File: config.mk
export PLATFORM = sky130hd
export DESIGN_NAME = gf2m_inv_ctrl
export DESIGN_NICKNAME = d
export VERILOG_FILES = /design/src/rtl/gf2m_inv_ctrl.sv
export SDC_FILE = /design/constraint.sdc
export NUM_CORES = 1
export LEC_CHECK = 0
export CORE_UTILIZATION = 35
export DETAILED_ROUTE_END_ITERATION = 10
export PLACE_DENSITY = 0.63
export SLEW_MARGIN = 0
export SYNTH_ARGS = -nofsm -noshare
export SYNTH_HDL_FRONTEND = slang
export SYNTH_SLANG_ARGS = --single-unit
File: constraint.sdc
create_clock -name clk -period 21.8 [get_ports clk]
set_clock_uncertainty 0.15 [all_clocks]
set_input_delay 5.45 -clock clk [delete_from_list [all_inputs] [get_ports clk]]
set_output_delay 5.45 -clock clk [all_outputs]
set_load 0.05 [all_outputs]
File: src/rtl/gf2m_inv_ctrl.sv
// rtl/gf2m_inv_ctrl.sv - Fermat inverter a^(2^m-2) sequencing an external GF(2^m) multiplier
// Schedule: r=a; (WIDTH-2) x {r=r*r; r=r*a}; r=r*r, one multiplier call per ISSUE/WAIT pair.
module gf2m_inv_ctrl #(
   parameter int WIDTH = 127,
   parameter int CW    = $clog2(WIDTH)
) (
   input  logic             clk,
   input  logic             rst,
   input  logic             start,
   input  logic [WIDTH-1:0] op_a,
   output logic             busy,
   output logic             done,
   output logic             err,
   output logic [WIDTH-1:0] op_inv,
   output logic             mul_start,
   output logic [WIDTH-1:0] mul_op_a,
   output logic [WIDTH-1:0] mul_op_b,
   input  logic             mul_done,
   input  logic [WIDTH-1:0] mul_op_c
);

   typedef enum logic [2:0] {S_IDLE, S_ZERO, S_ISSUE, S_WAIT, S_DONE} state_t;
   typedef enum logic [1:0] {PH_SQR, PH_MUL, PH_FSQ} phase_t;

   localparam logic [CW-1:0] LAST_ITER = CW'(WIDTH - 2);

   state_t           state_q, state_d;
   phase_t           phase_q, phase_d;
   logic [WIDTH-1:0] a_q, a_d;
   logic [WIDTH-1:0] r_q, r_d;
   logic [WIDTH-1:0] inv_q, inv_d;
   logic [WIDTH-1:0] mop_a_q, mop_a_d;
   logic [WIDTH-1:0] mop_b_q, mop_b_d;
   logic [CW-1:0]    cnt_q, cnt_d;
   logic [CW-1:0]    cnt_inc;
   logic             busy_q, busy_d;
   logic             done_q, done_d;
   logic             err_q, err_d;
   logic             mstart_q, mstart_d;

   assign cnt_inc = cnt_q + CW'(1);

   always_comb begin
      state_d  = state_q;
      phase_d  = phase_q;
      a_d      = a_q;
      r_d      = r_q;
      inv_d    = inv_q;
      mop_a_d  = mop_a_q;
      mop_b_d  = mop_b_q;
      cnt_d    = cnt_q;
      busy_d   = busy_q;
      err_d    = err_q;
      done_d   = 1'b0;
      mstart_d = 1'b0;

      case (state_q)
         S_IDLE: begin
            if (start) begin
               err_d  = 1'b0;
               busy_d = 1'b1;
               if (op_a == '0) begin
                  state_d = S_ZERO;
               end else begin
                  state_d  = S_ISSUE;
                  a_d      = op_a;
                  r_d      = op_a;
                  cnt_d    = '0;
                  phase_d  = PH_SQR;
                  mop_a_d  = op_a;
                  mop_b_d  = op_a;
                  mstart_d = 1'b1;
               end
            end
         end
         S_ZERO: begin
            inv_d   = '0;
            err_d   = 1'b1;
            busy_d  = 1'b0;
            done_d  = 1'b1;
            state_d = S_DONE;
         end
         S_ISSUE: begin
            state_d = S_WAIT;
         end
         S_WAIT: begin
            if (mul_done) begin
               r_d = mul_op_c;
               case (phase_q)
                  PH_SQR:  phase_d = PH_MUL;
                  PH_MUL: begin
                     cnt_d   = cnt_inc;
                     phase_d = (cnt_inc == LAST_ITER) ? PH_FSQ : PH_SQR;
                  end
                  default: phase_d = PH_FSQ;
               endcase
               if (phase_q == PH_FSQ) begin
                  inv_d   = mul_op_c;
                  busy_d  = 1'b0;
                  done_d  = 1'b1;
                  state_d = S_DONE;
               end else begin
                  // operands are registered here so they are stable for the whole ISSUE/WAIT span
                  state_d  = S_ISSUE;
                  mstart_d = 1'b1;
                  mop_a_d  = mul_op_c;
                  mop_b_d  = (phase_d == PH_MUL) ? a_q : mul_op_c;
               end
            end
         end
         S_DONE: begin
            state_d = S_IDLE;
         end
         default: begin
            state_d = S_IDLE;
         end
      endcase
   end

   always_ff @(posedge clk or posedge rst) begin
      if (rst) begin
         state_q  <= S_IDLE;
         phase_q  <= PH_SQR;
         a_q      <= '0;
         r_q      <= '0;
         inv_q    <= '0;
         mop_a_q  <= '0;
         mop_b_q  <= '0;
         cnt_q    <= '0;
         busy_q   <= 1'b0;
         done_q   <= 1'b0;
         err_q    <= 1'b0;
         mstart_q <= 1'b0;
      end else begin
         state_q  <= state_d;
         phase_q  <= phase_d;
         a_q      <= a_d;
         r_q      <= r_d;
         inv_q    <= inv_d;
         mop_a_q  <= mop_a_d;
         mop_b_q  <= mop_b_d;
         cnt_q    <= cnt_d;
         busy_q   <= busy_d;
         done_q   <= done_d;
         err_q    <= err_d;
         mstart_q <= mstart_d;
      end
   end

   assign busy      = busy_q;
   assign done      = done_q;
   assign err       = err_q;
   assign op_inv    = inv_q;
   assign mul_start = mstart_q;
   assign mul_op_a  = mop_a_q;
   assign mul_op_b  = mop_b_q;

endmodule
==> impl_metrics.yaml, run 1 <==
outcome:
  status: "complete, no violations"
finish:
  final_common_cell: "nand2_1"
  multi_input_area_um2: 9680
  drive_gt1_frac: 0.0424
  nFillCells: 6399
  fin_nets: 3540
  synthToLayoutAreaGrowth_pct: 37.7
  seq_area_um2: 13100
  layout_common_cells: "897 x nand2_1, 642 x clkdlybuf4s50_1, 522 x dfrtp_1"
clocking:
  clock-sinks: 524
  clockBufferDepth: 3
  root_buffer: "clkbuf_16"
  clock_insertion_delay_worst_skew_ns: 0.64
  postCtsSetupBuffers: 0
  cts_tree: "built"
  post_cts_resized: 0
  cts_hold_buf: 0
  cts_buffers: 59
  h-tree-depth: 2
  path_clk_slew_ns: 0.06
critical_path:
  slowest_delay_ns: 1.07
  end_kind: "flip-flop"
  cp_slowest_cell: "nor4_1"
  arrival_ns: 10.62
  worstPathRequired_ns: 22.18
  setup.worst_path.start_class: "input port"
  crit_top_cell: "buf_4"
  worst-path-max-fanout: 62
  reg2reg_depth: 8
  path_class: "input port to flip-flop"
  path_cells: "clkdlybuf4s50_1, nor4_1, nand4_1, or4_1, o21ai_4, and2_4, buf_4, buf_4, inv_2, mux2_1"
logic_synthesis:
  ys_seq_area_frac: 0.552
  synthFlopType: "dfrtp_1"
  yosysWarningCount: 0
  synth_top_area_cell: "dfrtp_1"
  synth_edf_count: 0
  syn-cell-area_um2: 23700
  ys_ff_latch: 524
  synth_cells: 2790
  avgSynthCellArea_um2: 8.51
  netlist_top_cells_area: "dfrtp_1 55%, nand2_1 14%, o21ai_0 8.2%"
  synth.distinct_cells: 39
  syn-num-nets: 3050
  ys_async_sr_fraction: 1.00
  yosys.area.top_type_share: 0.552
sta:
  hold_violations: 0
  final.setup.tns_ns: 0
  timing.final.crit_share: 0.470
  rsz0062_at_grt: "no"
  fin_crit_ns: 10.24
  drv_slew: 0
  fmax_mhz: 97.7
  layout_setup_ws_ns: 11.56
  setup_viol: 0
  relSlewSlack: 0.156
  worst_pin_slew_ns: 1.27
grt:
  grt_pass1_wl_um: 144000
  grt_pass1_vias: 21800
  overflow: 0
  antenna_found_initial: 9
  grt_util_all_layers: 0.270
  grt_max_degree: 254
detailed_routing:
  drt-total-wl_um: 95000
  dr.pass1.iters: 5
  vias: 22600
  drt-vias-per-instance: 5.38
  antenna_left: 0
  wire_per_inst_um: 22.6
  drc_errors: 0
  highest_layer: "met5"
  dr_wl_met2_um: 44600
  drtIter0Drc: 1862
  met1Wirelength_um: 40600
  met3_length_um: 7250
power:
  powerDensity_nw_per_um2: 172
  ir_worst_vdd_mv: 0.129
  leakage_nw: 14.1
  power.total_mw: 5.62
floorplan:
  die_w_um: 262
  dieArea_um2: 68900
  io_pins: 643
  fp.dieH_um: 262
  initial_core_util: 0.353
  rows: 95
  core_area_um2: 67200
run:
  maxCapViolCount: 0
hold_path:
  worstHoldPathType: "flip-flop to flip-flop"
  worstHoldPathCells: 2
placement:
  dp_slack_ns: 10.94
  numPortBuffers: 642
  gp_congestion: 0.897
  post-dp-hpwl_um: 62400
[layout make-up]
class | instances | area share
flip-flops and latches | 524 | 0.402
well taps | 873 | 0.0334
inverters | 8 | 0.00115
multi-input cells | 2017 | 0.296
diodes | 6 | 0.000460
clock inverters | 30 | 0.0124
clock buffers | 79 | 0.0505
repair buffers | 670 | 0.204
[worst max-delay path, delay by kind of cell]
family          cells  cell delay, ns
simple gates        4            2.56
buf+inv             4            1.97
compound gates      1            0.23
mux                 1            0.32
[state kept, by name, summed over array words and instances, names as in the netlist]
| signal | cells |
|---|---|
| a_q | 127 |
| mul_op_a | 127 |
| mul_op_b | 127 |
| op_inv | 127 |
| cnt_q | 7 |
| state_q | 3 |
| phase_q | 2 |
| busy | 1 |
| done | 1 |
| err | 1 |
| mul_start | 1 |
[final timing paths]
check,startpoint,endpoint,slack (ns)
max,op_a[13],mul_op_b[126],11.56
min,a_q[85],a_q[85],0.32
max in group asynchronous,rst,mul_op_b[42],14.07
min reg2reg,a_q[85],a_q[85],0.32
max reg2reg,state_q[0],mul_op_b[126],17.39
min in group asynchronous,rst,op_inv[103],5.17
[where the power goes]
part,total (mW),internal (mW),switching [mW]
clock,1.06,0.628,0.429
sequential,1.59,1.36,0.230
combinational,2.97,0.886,2.09
[cells in the mapped netlist, types with 2 or more instances]
| library cell | count |
|---|---|
| and2_1 | 4 |
| clkbuf_2 | 12 |
| o21ai_0 | 387 |
| buf_1 | 6 |
| a21oi_1 | 257 |
| or4_1 | 2 |
| a22oi_1 | 2 |
| nand2b_1 | 2 |
| a22o_1 | 5 |
| nand2_1 | 898 |
| xor2_1 | 2 |
| nor3_1 | 2 |
| inv_1 | 7 |
| o31ai_1 | 3 |
| nor2b_1 | 3 |
| nor4_1 | 34 |
| o22ai_1 | 126 |
| clkbuf_1 | 190 |
| dfrtp_1 | 524 |
| nand3_1 | 132 |
| a21boi_0 | 127 |
| buf_2 | 24 |
| buf_4 | 9 |
| nor2_1 | 7 |
| o2bb2ai_1 | 3 |
| nand4_1 | 8 |
| ha_1 | 2 |
[per-stage QoR]
step,area (µm²),util,hold WS [ns],instances
after floorplan,23700,-,0.296,2790
after global placement,30600,0.456,0.306,4092
after detailed placement,30600,0.456,0.312,4092
after CTS,32700,0.486,0.327,4201
after global routing,32700,0.486,0.338,4206
final,32700,0.487,0.324,4207
[layer usage]
metal | global-route usage | up-vias
li1 | - | 10500
met1 | 0.367 | 11100
met2 | 0.427 | 860
met3 | 0.0641 | 135
met4 | 0.0798 | 8
met5 | 0 | -
[kinds of logic after synthesis]
| logic type | count (synthesis) | share of synthesized area |
|---|---|---|
| adders and majority gates | 2 | 0.00105 |
| muxes | 2 | 0.000896 |
| xor gates and xnor gates | 3 | 0.00111 |
| AOI/OAI and AO/OA | 914 | 0.215 |
| buffers and inverters | 249 | 0.0427 |
| and+or+nand+nor | 1096 | 0.187 |
| DFF | 524 | 0.552 |
Power figures use the tool's default switching activity.
==> inputs of run 2 (changes only) <==
==> constraint.sdc (replaced) <==
create_clock -name clk -period 9.8 [get_ports clk]
set_clock_uncertainty 0.15 [all_clocks]
set_input_delay 2.45 -clock clk [delete_from_list [all_inputs] [get_ports clk]]
set_output_delay 2.45 -clock clk [all_outputs]
set_load 0.05 [all_outputs]
==> impl_metrics.yaml, run 2 (synthesized netlist as in run 1, its figures left out) <==
critical_path:
  timing.rr.end: "mul_op_b[61]"
  rrSetupSlack_ns: 5.41
  reg2reg_depth: 7
  setup.worst_path.start_class: "input port"
  path_class: "input port to flip-flop"
  end_kind: "flip-flop"
  worst-path-max-fanout: 189
  arrival_ns: 7.34
  r2r_start: "state_q[1]"
  worstPathRequired_ns: 10.18
floorplan:
  dieArea_um2: 68900
  die_w_um: 262
  rows: 95
  io_pins: 643
  initial_core_util: 0.353
  fp.dieH_um: 262
  core_area_um2: 67200
detailed_routing:
  drt-total-wl_um: 95100
  wire_per_inst_um: 22.6
  vias: 22900
  antenna_left: 0
  drt-vias-per-instance: 5.44
  drtIter0Drc: 2042
  dr.pass1.iters: 5
  drc_errors: 0
clocking:
  clockBufferDepth: 3
  postCtsSetupBuffers: 0
  root_buffer: "clkbuf_16"
  clock-sinks: 524
  cts_tree: "built"
  clock_insertion_delay_worst_skew_ns: 0.62
  path_clk_slew_ns: 0.06
  cts_buffers: 58
  post_cts_resized: 0
  cts_hold_buf: 0
  h-tree-depth: 2
finish:
  post-route-util: 0.486
  drive_gt1_frac: 0.0406
  nFillCells: 6381
  final_common_cell: "nand2_1"
  layout_common_cells: "897 x nand2_1, 642 x clkdlybuf4s50_1, 522 x dfrtp_1"
  synthToLayoutAreaGrowth_pct: 37.4
  fin_cells: 4206
  fin_nets: 3543
sta:
  setup_viol: 0
  final.setup.tns_ns: 0
  worst_pin_slew_ns: 1.26
  hold_violations: 0
  rsz0062_at_grt: "no"
  drv_slew: 0
  timing.final.crit_share: 0.711
  fmax_mhz: 144
  relSlewSlack: 0.163
  fin_crit_ns: 6.96
grt:
  grt_pass1_vias: 21700
  overflow: 0
  grt_max_degree: 230
  grt_util_all_layers: 0.270
  grt_pass1_wl_um: 144000
  antenna_found_initial: 6
hold_path:
  hp-start: "a_q[31]"
  worstHoldPathType: "flip-flop to flip-flop"
  worstHoldPathCells: 2
  min_to: "a_q[31]"
placement:
  dp.cells: 4096
  post-dp-hpwl_um: 62900
  gp_congestion: 0.859
  numPortBuffers: 642
run:
  maxCapViolCount: 0
power:
  leakage_nw: 14.1
  powerDensity_nw_per_um2: 381
  ir_worst_vdd_mv: 0.250
outcome:
  status: "complete, no violations"
==> run 2: cell types whose count changed in the layout (fill, tap and decap cells not counted), sizes merged <==
cell and delta:
clkbuf +12, clkinv -10, inv -1, buf +4
diode -2, bufinv -4
==> run 2: per-stage QoR <==
stage / power [mW] / setup slack, ns / cell area (µm²) / hold WS (ns)
finish: 12.4 / 2.84 / 32600 / 0.323
global route: 13.1 / 2.76 / 32600 / 0.341
CTS: 12.5 / 3.05 / 32600 / 0.327
detailed placement: 10.2 / 2.42 / 30700 / 0.312
global placement: 10.1 / 2.39 / 30700 / 0.307
floorplan: 7.86 / 0.0798 / 23700 / 0.296
==> run 2: area by class of cell <==
cell class | instances | area, µm² | area share
Tap cell | 873 | 1090 | 0.0335
Antenna cell | 4 | 10.0 | 0.000307
Clock buffer | 91 | 1750 | 0.0536
Clock inverter | 15 | 185 | 0.00568
Inverter | 8 | 33.8 | 0.00104
Sequential cell | 524 | 13100 | 0.402
Multi-Input combinational cell | 2017 | 9680 | 0.297
Timing Repair Buffer | 674 | 6740 | 0.207
==> run 2: worst max-delay path, cell delays in order <==
cell and delay [ns]:
clkdlybuf4s50_1 0.63, nor4_1 0.93, nand4_1 0.43, or4_1 0.68
o21ai_4 0.19, buf_4 0.69, buf_12 0.60, nand3_1 0.17
o21ai_0 0.14
==> run 2: worst max path at each step <==
stage | start | to | slack, ns
floorplan | rst | a_q[0] | 0.08
global placement | op_a[94] | mul_op_a[85] | 2.39
detailed placement | op_a[94] | mul_op_a[88] | 2.42
CTS | op_a[94] | mul_op_a[60] | 3.05
global route | op_a[94] | mul_op_a[60] | 2.76
finish | op_a[94] | mul_op_a[60] | 2.84
==> run 2: per-layer routing <==
metal	vias to the layer above	global-route usage	wire length, µm
li1	10600	-	-
met1	11200	0.372	40600
met2	937	0.423	44000
met3	146	0.0615	7460
met4	8	0.0846	2920
met5	-	0	52
==> run 2: report_power, final <==
part | internal, mW | total, mW | switching [mW]
registers | 3.03 | 3.54 | 0.511
logic | 1.99 | 6.63 | 4.65
clock network | 1.32 | 2.24 | 0.921
total | 6.34 | 12.4 | 6.08
